$ cat config.mk
export PLATFORM = sky130hd
export DESIGN_NAME = sd_pattern_src_flat
export DESIGN_NICKNAME = d
export VERILOG_FILES = /design/src/rtl/sd_pattern_src_if.sv /design/src/rtl/sd_pattern_src.sv /design/src/flat_wrapper.sv
export SDC_FILE = /design/constraint.sdc
export NUM_CORES = 1
export LEC_CHECK = 0
export ABC_CLOCK_PERIOD_IN_PS = 6500
export CORE_ASPECT_RATIO = 2
export CORE_UTILIZATION = 55
export DETAILED_ROUTE_END_ITERATION = 8
export PLACE_DENSITY = 0.78
export SLEW_MARGIN = 5
export SYNTH_ARGS = -nofsm -noshare
export SYNTH_HDL_FRONTEND = slang
export SYNTH_SLANG_ARGS = --single-unit
$ cat constraint.sdc
create_clock -name sys_clk -period 6.5 [get_ports sys_clk]
set_input_delay 0.65 -clock sys_clk [delete_from_list [all_inputs] [get_ports sys_clk]]
set_output_delay 0.65 -clock sys_clk [all_outputs]
set_load 0.05 [all_outputs]
$ cat src/rtl/sd_pattern_src_if.sv
`default_nettype none
// ============================================================================
//  Module      : sd_pattern_src_if
//  Description : FIFO-style read port between a pattern source and the SD
//                writer. The source presents full/empty flags and registered
//                read data. The writer pulses rd_req_en to pop one word.
//  Revision    : 1.0 - initial release
// ============================================================================
interface sd_pattern_src_if #(
    parameter int DATA_W = 16
) ();
    logic              rd_req_en;
    logic [DATA_W-1:0] rd_data;
    logic              full_flag;
    logic              empty_flag;

    // Data source side.
    modport master (
        input  rd_req_en,
        output rd_data,
        output full_flag,
        output empty_flag
    );

    // Reader side, i.e. the SD writer.
    modport slave (
        output rd_req_en,
        input  rd_data,
        input  full_flag,
        input  empty_flag
    );
endinterface
`default_nettype wire

$ cat src/rtl/sd_pattern_src.sv
`default_nettype none
// ============================================================================
//  Module      : sd_pattern_src
//  Description : Test-data source for the SD write path. A debounced save key
//                or a software trigger starts one image. The block pulses
//                save_req and then serves SECTORS x SECTOR_WORDS pattern words
//                through a non-showahead FIFO read port. It finishes with an
//                image_done pulse.
//                Optional feature macro: SD_PAT_CHKSUM_EN. When it is defined,
//                chk_sum carries a 16-bit running sum of the emitted words.
//                When it is undefined, chk_sum is tied to zero.
//  Revision    : 1.0 - initial release
// ============================================================================
module sd_pattern_src #(
    parameter int                DATA_W       = 16,
    parameter int                SECTOR_WORDS = 256,
    parameter int                SECTORS      = 8,
    parameter int                HOLD_TIME    = 500_000,
    parameter logic [DATA_W-1:0] LFSR_TAPS    = 16'hB400,
    parameter logic [DATA_W-1:0] LFSR_SEED    = 16'hACE1
) (
    input  wire logic              sys_clk,
    input  wire logic              sys_rst,
    input  wire logic              key_save_sd,
    input  wire logic              sw_trig,
    input  wire logic [1:0]        mode,
    input  wire logic [DATA_W-1:0] const_pat,
    output logic                   save_req,
    output logic                   image_done,
    output logic                   busy,
    output logic [15:0]            chk_sum,
    sd_pattern_src_if.master       rd_port
);

    localparam int WC_W = (SECTOR_WORDS > 1) ? $clog2(SECTOR_WORDS) : 1;
    localparam int HC_W = (HOLD_TIME > 1) ? $clog2(HOLD_TIME + 1) : 1;

    localparam logic [WC_W-1:0]   WORD_LAST = WC_W'(SECTOR_WORDS - 1);
    localparam logic [15:0]       SEC_LAST  = 16'(SECTORS - 1);
    localparam logic [HC_W-1:0]   HOLD_LAST = HC_W'(HOLD_TIME - 1);
    // Mode 3 places the sector index in the top byte. The remaining low
    // DATA_W-8 bits carry the word index. The mask is zero when DATA_W is 8.
    localparam logic [DATA_W-1:0] K_MASK    = DATA_W'((64'd1 << (DATA_W - 8)) - 64'd1);

    typedef enum logic [1:0] {
        ST_IDLE   = 2'd0,
        ST_ARM    = 2'd1,
        ST_STREAM = 2'd2,
        ST_DONE   = 2'd3
    } state_t;

    // ------------------------------------------------------------------
    // Key synchroniser and debouncer
    // ------------------------------------------------------------------
    logic            key_s1_q, key_s2_q;
    logic            db_level_q, db_level_d;
    logic [HC_W-1:0] db_cnt_q, db_cnt_d;
    logic            press_q, press_d;

    // Count consecutive samples that disagree with the debounced level.
    // Any agreeing sample restarts the count.
    always_comb begin
        db_cnt_d   = '0;
        db_level_d = db_level_q;
        press_d    = 1'b0;
        if (key_s2_q != db_level_q) begin
            if (db_cnt_q == HOLD_LAST) begin
                db_level_d = key_s2_q;
                press_d    = ~key_s2_q;
            end else begin
                db_cnt_d = db_cnt_q + HC_W'(1);
            end
        end
    end

    // The synchroniser and debouncer registers reset to the released-key level.
    always_ff @(posedge sys_clk) begin
        if (sys_rst) begin
            key_s1_q   <= 1'b1;
            key_s2_q   <= 1'b1;
            db_level_q <= 1'b1;
            db_cnt_q   <= '0;
            press_q    <= 1'b0;
        end else begin
            key_s1_q   <= key_save_sd;
            key_s2_q   <= key_s1_q;
            db_level_q <= db_level_d;
            db_cnt_q   <= db_cnt_d;
            press_q    <= press_d;
        end
    end

    // ------------------------------------------------------------------
    // Sequencer and pattern generator
    // ------------------------------------------------------------------
    state_t            state_q, state_d;
    logic [1:0]        mode_lat_q, mode_lat_d;
    logic [DATA_W-1:0] const_lat_q, const_lat_d;
    logic [WC_W-1:0]   word_cnt_q, word_cnt_d;
    logic [15:0]       sec_cnt_q, sec_cnt_d;
    logic [DATA_W-1:0] glob_cnt_q, glob_cnt_d;
    logic [DATA_W-1:0] lfsr_q, lfsr_d;
    logic [DATA_W-1:0] rd_data_q, rd_data_d;
    logic              full_q, full_d;
    logic              save_req_q, save_req_d;
    logic              image_done_q, image_done_d;
    logic              busy_q, busy_d;

    logic              w_trig;
    logic              w_start;
    logic              w_accept;
    logic              w_last;
    logic [DATA_W-1:0] w_pat;
    logic [DATA_W-1:0] w_lfsr_step;

    assign w_trig   = press_q | sw_trig;
    assign w_start  = (state_q == ST_IDLE) && w_trig;
    assign w_accept = (state_q == ST_STREAM) && rd_port.rd_req_en;
    assign w_last   = (word_cnt_q == WORD_LAST) && (sec_cnt_q == SEC_LAST);

    // Galois step: shift right and fold in the taps when a 1 falls out.
    assign w_lfsr_step = lfsr_q[0] ? ((lfsr_q >> 1) ^ LFSR_TAPS) : (lfsr_q >> 1);

    // Select the word for the current position from the mode latched at start.
    always_comb begin
        w_pat = const_lat_q;
        case (mode_lat_q)
            2'd0:    w_pat = const_lat_q;
            2'd1:    w_pat = glob_cnt_q;
            2'd2:    w_pat = lfsr_q;
            default: w_pat = (DATA_W'(sec_cnt_q[7:0]) << (DATA_W - 8))
                           | (DATA_W'(word_cnt_q) & K_MASK);
        endcase
    end

    // Next-state logic. save_req and image_done are one-cycle pulses.
    // The read port only advances in STREAM.
    always_comb begin
        state_d      = state_q;
        mode_lat_d   = mode_lat_q;
        const_lat_d  = const_lat_q;
        word_cnt_d   = word_cnt_q;
        sec_cnt_d    = sec_cnt_q;
        glob_cnt_d   = glob_cnt_q;
        lfsr_d       = lfsr_q;
        rd_data_d    = rd_data_q;
        full_d       = full_q;
        save_req_d   = 1'b0;
        image_done_d = 1'b0;
        case (state_q)
            ST_IDLE: begin
                if (w_trig) begin
                    mode_lat_d  = mode;
                    const_lat_d = const_pat;
                    word_cnt_d  = '0;
                    sec_cnt_d   = '0;
                    glob_cnt_d  = '0;
                    lfsr_d      = LFSR_SEED;
                    state_d     = ST_ARM;
                end
            end
            ST_ARM: begin
                save_req_d = 1'b1;
                full_d     = 1'b1;
                state_d    = ST_STREAM;
            end
            ST_STREAM: begin
                if (rd_port.rd_req_en) begin
                    rd_data_d  = w_pat;
                    glob_cnt_d = glob_cnt_q + DATA_W'(1);
                    lfsr_d     = w_lfsr_step;
                    if (word_cnt_q == WORD_LAST) begin
                        word_cnt_d = '0;
                        sec_cnt_d  = sec_cnt_q + 16'd1;
                    end else begin
                        word_cnt_d = word_cnt_q + WC_W'(1);
                    end
                    if (w_last) begin
                        full_d       = 1'b0;
                        image_done_d = 1'b1;
                        state_d      = ST_DONE;
                    end
                end
            end
            default: begin
                state_d = ST_IDLE;
            end
        endcase
        busy_d = (state_d != ST_IDLE);
    end

    // All sequencer state and the visible outputs are registered here.
    always_ff @(posedge sys_clk) begin
        if (sys_rst) begin
            state_q      <= ST_IDLE;
            mode_lat_q   <= 2'd0;
            const_lat_q  <= '0;
            word_cnt_q   <= '0;
            sec_cnt_q    <= '0;
            glob_cnt_q   <= '0;
            lfsr_q       <= LFSR_SEED;
            rd_data_q    <= '0;
            full_q       <= 1'b0;
            save_req_q   <= 1'b0;
            image_done_q <= 1'b0;
            busy_q       <= 1'b0;
        end else begin
            state_q      <= state_d;
            mode_lat_q   <= mode_lat_d;
            const_lat_q  <= const_lat_d;
            word_cnt_q   <= word_cnt_d;
            sec_cnt_q    <= sec_cnt_d;
            glob_cnt_q   <= glob_cnt_d;
            lfsr_q       <= lfsr_d;
            rd_data_q    <= rd_data_d;
            full_q       <= full_d;
            save_req_q   <= save_req_d;
            image_done_q <= image_done_d;
            busy_q       <= busy_d;
        end
    end

    assign save_req           = save_req_q;
    assign image_done         = image_done_q;
    assign busy               = busy_q;
    assign rd_port.rd_data    = rd_data_q;
    assign rd_port.full_flag  = full_q;
    assign rd_port.empty_flag = ~full_q;

    // ------------------------------------------------------------------
    // Optional image checksum
    // ------------------------------------------------------------------
`ifdef SD_PAT_CHKSUM_EN
    logic [15:0] sum_q, sum_d;

    // The sum adds each word as it is emitted. A start clears it. It then
    // holds from image_done until the next start.
    always_comb begin
        sum_d = sum_q;
        if (w_start) begin
            sum_d = 16'd0;
        end else if (w_accept) begin
            sum_d = sum_q + 16'(w_pat);
        end
    end

    // Checksum register.
    always_ff @(posedge sys_clk) begin
        if (sys_rst) begin
            sum_q <= 16'd0;
        end else begin
            sum_q <= sum_d;
        end
    end

    assign chk_sum = sum_q;
`else
    logic w_unused_sum;
    assign w_unused_sum = w_start ^ w_accept;
    assign chk_sum      = 16'd0;
`endif

endmodule
`default_nettype wire

$ cat src/flat_wrapper.sv
// flat-port wrapper written by rule: the top's interface ports become plain ports
module sd_pattern_src_flat 
#(
    parameter int                DATA_W       = 16,
    parameter int                SECTOR_WORDS = 256,
    parameter int                SECTORS      = 8,
    parameter int                HOLD_TIME    = 500_000,
    parameter logic [DATA_W-1:0] LFSR_TAPS    = 16'hB400,
    parameter logic [DATA_W-1:0] LFSR_SEED    = 16'hACE1
)
  (sys_clk, sys_rst, key_save_sd, sw_trig, mode, const_pat, save_req, image_done, busy, chk_sum, rd_port_rd_req_en, rd_port_rd_data, rd_port_full_flag, rd_port_empty_flag);
  sd_pattern_src_if #(.DATA_W(DATA_W)) rd_port_i ();
  input  wire logic sys_clk;
  input  wire logic sys_rst;
  input  wire logic key_save_sd;
  input  wire logic sw_trig;
  input  wire logic [1:0] mode;
  input  wire logic [DATA_W-1:0] const_pat;
  output logic save_req;
  output logic image_done;
  output logic busy;
  output logic [15:0] chk_sum;
  input wire logic [$bits(rd_port_i.rd_req_en)-1:0] rd_port_rd_req_en;
  output wire logic [$bits(rd_port_i.rd_data)-1:0] rd_port_rd_data;
  output wire logic [$bits(rd_port_i.full_flag)-1:0] rd_port_full_flag;
  output wire logic [$bits(rd_port_i.empty_flag)-1:0] rd_port_empty_flag;
  assign rd_port_i.rd_req_en = rd_port_rd_req_en;
  assign rd_port_rd_data = rd_port_i.rd_data;
  assign rd_port_full_flag = rd_port_i.full_flag;
  assign rd_port_empty_flag = rd_port_i.empty_flag;
  sd_pattern_src #(.DATA_W(DATA_W), .SECTOR_WORDS(SECTOR_WORDS), .SECTORS(SECTORS), .HOLD_TIME(HOLD_TIME), .LFSR_TAPS(LFSR_TAPS), .LFSR_SEED(LFSR_SEED)) u_core (.sys_clk(sys_clk), .sys_rst(sys_rst), .key_save_sd(key_save_sd), .sw_trig(sw_trig), .mode(mode), .const_pat(const_pat), .save_req(save_req), .image_done(image_done), .busy(busy), .chk_sum(chk_sum), .rd_port(rd_port_i));
endmodule
==> reports/summary.txt, run 1 <==
Status -> completed
Gp weighted congestion -> 0.930
Crit. Startpoint -> u_core.state_q[0]
Synth top area cells -> dfxtp_1, a21oi_1, nand2_1
Initial DRC count -> 259
Area occupied by multi-input gates -> 2850 sq um
CP required -> 6.84 ns
Dpl hpwl -> 9540 microns
Yosys warns -> 0
CP max-delay cell -> or4_1
Cell family with most CP delay -> simple AND/OR/NAND/NOR gates
Vias -> 4900
Fillers -> 818
Worst Path Buf+Inv -> 2
Vias in the first global route -> 4678
Number of synthesized flops with an enable pin -> 0
Slew @ Worst Pin -> 1.18 ns
Async set-or-reset flop fraction in the synthesized netlist -> 0
Initial antenna violation count -> 0
Row Count -> 51
Post-Place Cells -> 782
Period utilization -> 0.409
Vias/cell -> 6.02
CP Launch Type -> register
Antenna Nets Post-Route -> 0
DP Worst Slack -> 3.56 ns
Clock skew -> 0.00959 ns
IO Count -> 60
VDD IR max -> 271 uV
Worst-Skew Late Latency -> 0.41 ns
Register Area -> 2380 sq um
Most numerous cell in the Yosys netlist -> dfxtp_1
Critical path class -> register to register
Max stage delay on crit path -> 0.69 ns
Total GRT Usage -> 0.281
CTS buffer count -> 17
Hold Violations, Final -> 0
Critical Path, Cell by Cell -> inv_1 -> ha_1 -> buf_4 -> mux2_2 -> nand2_1 -> or4_1 -> a21oi_1
Diode count -> 0
First-pass GRT wire length -> 22000 microns
DRC Markers -> 0
Largest area contributor in the netlist -> dfxtp_1
Grt ovf -> 0
Final setup viols -> 0
XOR/XNOR share of the synthesized area -> 0.0447
Hold_buf cts -> 0
Post-synth top flop -> dfxtp_1
Complex-gate fraction of the synthesized area -> 0.127
Hold Path Class -> register to register
Netlist cell types -> 47
Post-layout min period -> 2.66 ns
Power, Total -> 2.08 mW
Post-synthesis sequential area ratio -> 0.434
Synth Area in Simple Gates -> 0.247
Worst slew margin -> 0.214
TritonCTS clock tree -> yes
Longest Clk Path Bufs -> 2
Crit. End Element -> register
Clock sinks -> 119
Synth-to-layout area growth -> 19.2%
Chip Width -> 72.6 microns
Worst flop-to-flop path startpoint -> u_core.state_q[0]
Max-slew violations -> 0
Largest family of logic cells by synthesized area -> simple AND/OR/NAND/NOR gates
Layout net count -> 700
Synth top area share -> 0.434
Setup ws final -> 3.84 ns
Die area -> 10400 sq um
Post-synth top cells -> dfxtp_1, nand2_1, a21oi_1, nor2_1, nand3_1
Hold Crit Start -> u_core.key_s1_q
Initial Utilization -> 0.566
CTS Root Cell -> clkbuf_16
1st-pass router iterations -> 7
Setup_tns -> 0 ns
Largest net degree at the start of global routing -> 57
Share of cells above drive strength 1 -> 0.0909
Final WL -> 13800 microns
Mux cell area share after synthesis -> 0.0713
Total core area -> 9700 sq um
Fmax -> 376 MHz
Pleak -> 2.11 nW
Die Span Y -> 143 microns
Average cell area after synthesis -> 8.59 sq um
Post-Layout Cell Count -> 814
CP arrival -> 3.00 ns
Post-CTS Resized -> 0
Count of input and output buffers -> 43
FF+latch count, synth -> 119
CP Max Fanout -> 28
Synth Area in Adders -> 0.0182
Synth Instances -> 639
Worst-path clk slew -> 0.06 ns
Max-cap check violation count -> 0
Post-CTS setup buffer count -> 0
Cell Pwr Density -> 318 nW/um^2
H-tree depth -> 4
Post-Syn Area -> 5490 sq um
RSZ-0062 raised after global routing -> false
DR WL/cell -> 16.9 microns
-- layer usage --
metal / track usage / share of wire / up-vias / wire length, microns
li1: - / - / 2307 / -
met1: 0.275 / 0.35 / 2313 / 4830
met2: 0.509 / 0.54 / 211 / 7430
met3: 0.0586 / 0.052 / 69 / 720
met4: 0.198 / 0.058 / 0 / 804
met5: 0 / 0 / - / 0
-- cells by family after synthesis --
family / count (synthesis)
AND/OR/NAND/NOR: 271
AO/OA/AOI/OAI: 126
flip-flops: 119
buffers and inverters: 67
XOR/XNOR: 28
multiplexers: 19
adder cells (fa/ha/maj): 8
other: 1
-- worst register-to-register path, stage by stage (launching register included) --
cell	delay, ns
dfxtp_1	0.38
inv_1	0.09
ha_1	0.23
buf_4	0.22
mux2_2	0.30
nand2_1	0.52
or4_1	0.70
a21oi_1	0.14
-- layout by cell type, fill, tap and decap left out, types with 5 or more instances in the layout --
cell type,n
xnor2_1,19
nand2_1,102
conb_1,16
or3_1,10
ha_1,8
a21oi_1,77
mux4_2,16
dfxtp_1,119
clkbuf_16,17
nor4_1,12
xor2_1,9
nor3_1,13
o31ai_1,15
and4_1,7
clkdlybuf4s50_1,42
nand3_1,36
nor2_1,38
nand4_1,12
o21ai_0,22
or2_2,5
inv_1,15
or4_1,17
-- stage by stage --
stage	util	cell area, sq um	hold slack (ns)
after floorplan	-	5550	0.389
after global placement	0.609	5910	0.394
after detailed placement	0.609	5910	0.403
after CTS	0.675	6550	0.418
after global routing	0.675	6550	0.425
final	0.675	6550	0.413
-- sequential cells by signal, indices dropped and copies added, names as in the netlist, 2 cells and up --
name and count:
u_core.mode_lat_q 2, u_core.sec_cnt_q 16, u_core.state_q 2, u_core.glob_cnt_q 16
u_core.const_lat_q 16, u_core.rd_port.rd_data 16, u_core.db_cnt_q 19, u_core.word_cnt_q 8
u_core.lfsr_q 16
-- worst paths after layout --
| kind | to | slack, ns | cells after the start |
|---|---|---|---|
| worst max-delay path | u_core.sec_cnt_q[4] | 3.84 | 7 |
| worst min register to register | u_core.key_s2_q | 0.41 | 1 |
| worst max register to register | u_core.sec_cnt_q[4] | 3.84 | 7 |
| worst min-delay path | u_core.key_s2_q | 0.41 | 1 |
-- layout make-up --
type                    count  area share
clock inverters            14      0.0300
well taps                 132      0.0252
clock buffers              18      0.0671
repair buffers             47      0.0696
inverters                  16     0.00918
multi-input cells         468       0.435
flip-flops and latches    119       0.364
-- report_power, final --
group | total (mW) | switching, mW | internal [mW]
Combinational | 0.288 | 0.196 | 0.0925
Clock | 1.00 | 0.347 | 0.655
Sequential | 0.791 | 0.0317 | 0.759
(Power assumes the default switching activity.)
==> run 2, diff against run 1 <==
- ABC_CLOCK_PERIOD_IN_PS: 6500 -> 2500
- clock period: 6.5 -> 2.5 ns (I/O delays scaled with it)
==> reports/summary.txt, run 2 (synthesis results as in run 1) <==
RSZ-0062 raised after global routing -> false
Die area -> 10400 sq um
Final WL -> 14300 microns
Chip Width -> 72.6 microns
Largest net degree at the start of global routing -> 56
Crit. End Element -> register
Count of input and output buffers -> 43
Clock sinks -> 119
CTS Root Cell -> clkbuf_16
Diode count -> 0
Worst slew margin -> 0.514
Hold Violations, Final -> 0
Critical path class -> register to register
Power, Total -> 5.27 mW
CP Launch Type -> register
Hold Path Class -> input pin to register
Initial antenna violation count -> 0
Setup_tns -> 0 ns
Post-Place Cells -> 797
Share of cells above drive strength 1 -> 0.109
Final setup viols -> 0
Hold Crit Start -> sys_rst
Gp weighted congestion -> 0.925
Initial DRC count -> 391
Post-layout min period -> 2.35 ns
Metal1 wirelength -> 5150 microns
Antenna Nets Post-Route -> 0
Hold EP -> u_core.lfsr_q[15]
Top routing layer in use -> met4
Worst-Skew Late Latency -> 0.41 ns
DR WL/cell -> 17.3 microns
Net Sw Power -> 1.52 mW
Synth-to-layout area growth -> 20.4%
Die Span Y -> 143 microns
Longest Clk Path Bufs -> 2
Period utilization -> 0.939
1st-pass router iterations -> 5
Worst hold path depth -> 3
DR WL met2 -> 7960 microns
CP required -> 2.85 ns
Post-CTS setup buffer count -> 0
Combinational share of power -> 0.154
Hold_buf cts -> 0
Total GRT Usage -> 0.293
Dpl hpwl -> 10100 microns
Most frequent cells in the layout -> dfxtp_1, nand2_1, a21oi_1
Status -> completed
Sw Ratio -> 0.288
Clock network power share -> 0.458
Worst-path clk slew -> 0.06 ns
TritonCTS clock tree -> yes
Worst flop-to-flop path startpoint -> u_core.state_q[0]
Layout net count -> 715
Vias in the first global route -> 4888
Grt ovf -> 0
CTS buffer count -> 17
Max-cap check violation count -> 0
Post-Layout Cell Count -> 829
VDD IR max -> 553 uV
Initial Utilization -> 0.566
Post-CTS Resized -> 0
Vias -> 5001
Cell Pwr Density -> 797 nW/um^2
Sequential power share -> 0.389
Row Count -> 51
CP arrival -> 2.69 ns
Fin Hold WS -> 0.308 ns
Max-slew violations -> 0
Vias/cell -> 6.03
WL met3 -> 595 microns
Register with the most flip-flops -> u_core.db_cnt_q
Total core area -> 9700 sq um
FF-to-FF path depth -> 6
Clock skew -> 0.00606 ns
Fmax -> 426 MHz
Pleak -> 2.16 nW
Commonest non-fill, non-tap cell in the layout -> dfxtp_1
H-tree depth -> 4
Internal power -> 3.75 mW
First-pass GRT wire length -> 23100 microns
Flop-to-flop setup slack -> 0.15 ns
Slew @ Worst Pin -> 0.729 ns
CP Max Fanout -> 10
Flip-flop count of the largest register after layout -> 19
DRC Markers -> 0
Terminus of the critical flop-to-flop path -> u_core.sec_cnt_q[15]
IO Count -> 60
## run 2: worst max-delay path by stage
stage	from	end	cells after the start
floorplan	u_core.state_q[0]	u_core.sec_cnt_q[15]	7
global placement	rd_port_rd_req_en	u_core.sec_cnt_q[15]	5
detailed placement	rd_port_rd_req_en	u_core.sec_cnt_q[15]	5
CTS	u_core.state_q[0]	u_core.sec_cnt_q[15]	6
global route	u_core.state_q[0]	u_core.sec_cnt_q[15]	6
finish	u_core.state_q[0]	u_core.sec_cnt_q[15]	6
## run 2: through the flow
stage / worst slack (ns) / instance area (sq um) / utilization
floorplan: 0.276 / 5550 / -
global placement: 0.174 / 6020 / 0.621
detailed placement: 0.160 / 6020 / 0.621
CTS: 0.144 / 6610 / 0.681
global route: 0.0121 / 6610 / 0.681
finish: 0.152 / 6610 / 0.681
## run 2: worst max-delay path: stages (launching register included)
cell,delay [ns]
dfxtp_1,0.37
inv_1,0.09
ha_1,0.27
nor3b_2,0.20
or4_1,0.68
or4_1,0.52
a21oi_1,0.15
## run 2: power by group through the flow
stage / combinational (mW) / sequential (mW) / clock, mW
5_1_grt: 0.869 / 2.06 / 2.51
3_5_place_dp: 0.786 / 2.09 / 0
2_1_floorplan: 0.546 / 2.10 / 0
6_report: 0.809 / 2.05 / 2.41
4_1_cts: 0.800 / 2.05 / 2.43
3_3_place_gp: 0.772 / 2.08 / 0
## run 2: final cells by class
| class | count | area (sq um) |
|---|---|---|
| fillers | 809 | 3090 |
| multi-input cells | 468 | 2850 |
| flip-flops and latches | 119 | 2380 |
| repair buffers | 62 | 568 |
| clock buffers | 19 | 443 |
| well taps | 132 | 165 |
| clock inverters | 13 | 144 |
| inverters | 16 | 60.1 |
## run 2: layer usage
| metal | track usage | up-vias |
|---|---|---|
| li1 | - | 2335 |
| met5 | 0 | - |
| met4 | 0.181 | 0 |
| met1 | 0.290 | 2404 |
| met3 | 0.0579 | 55 |
| met2 | 0.541 | 207 |
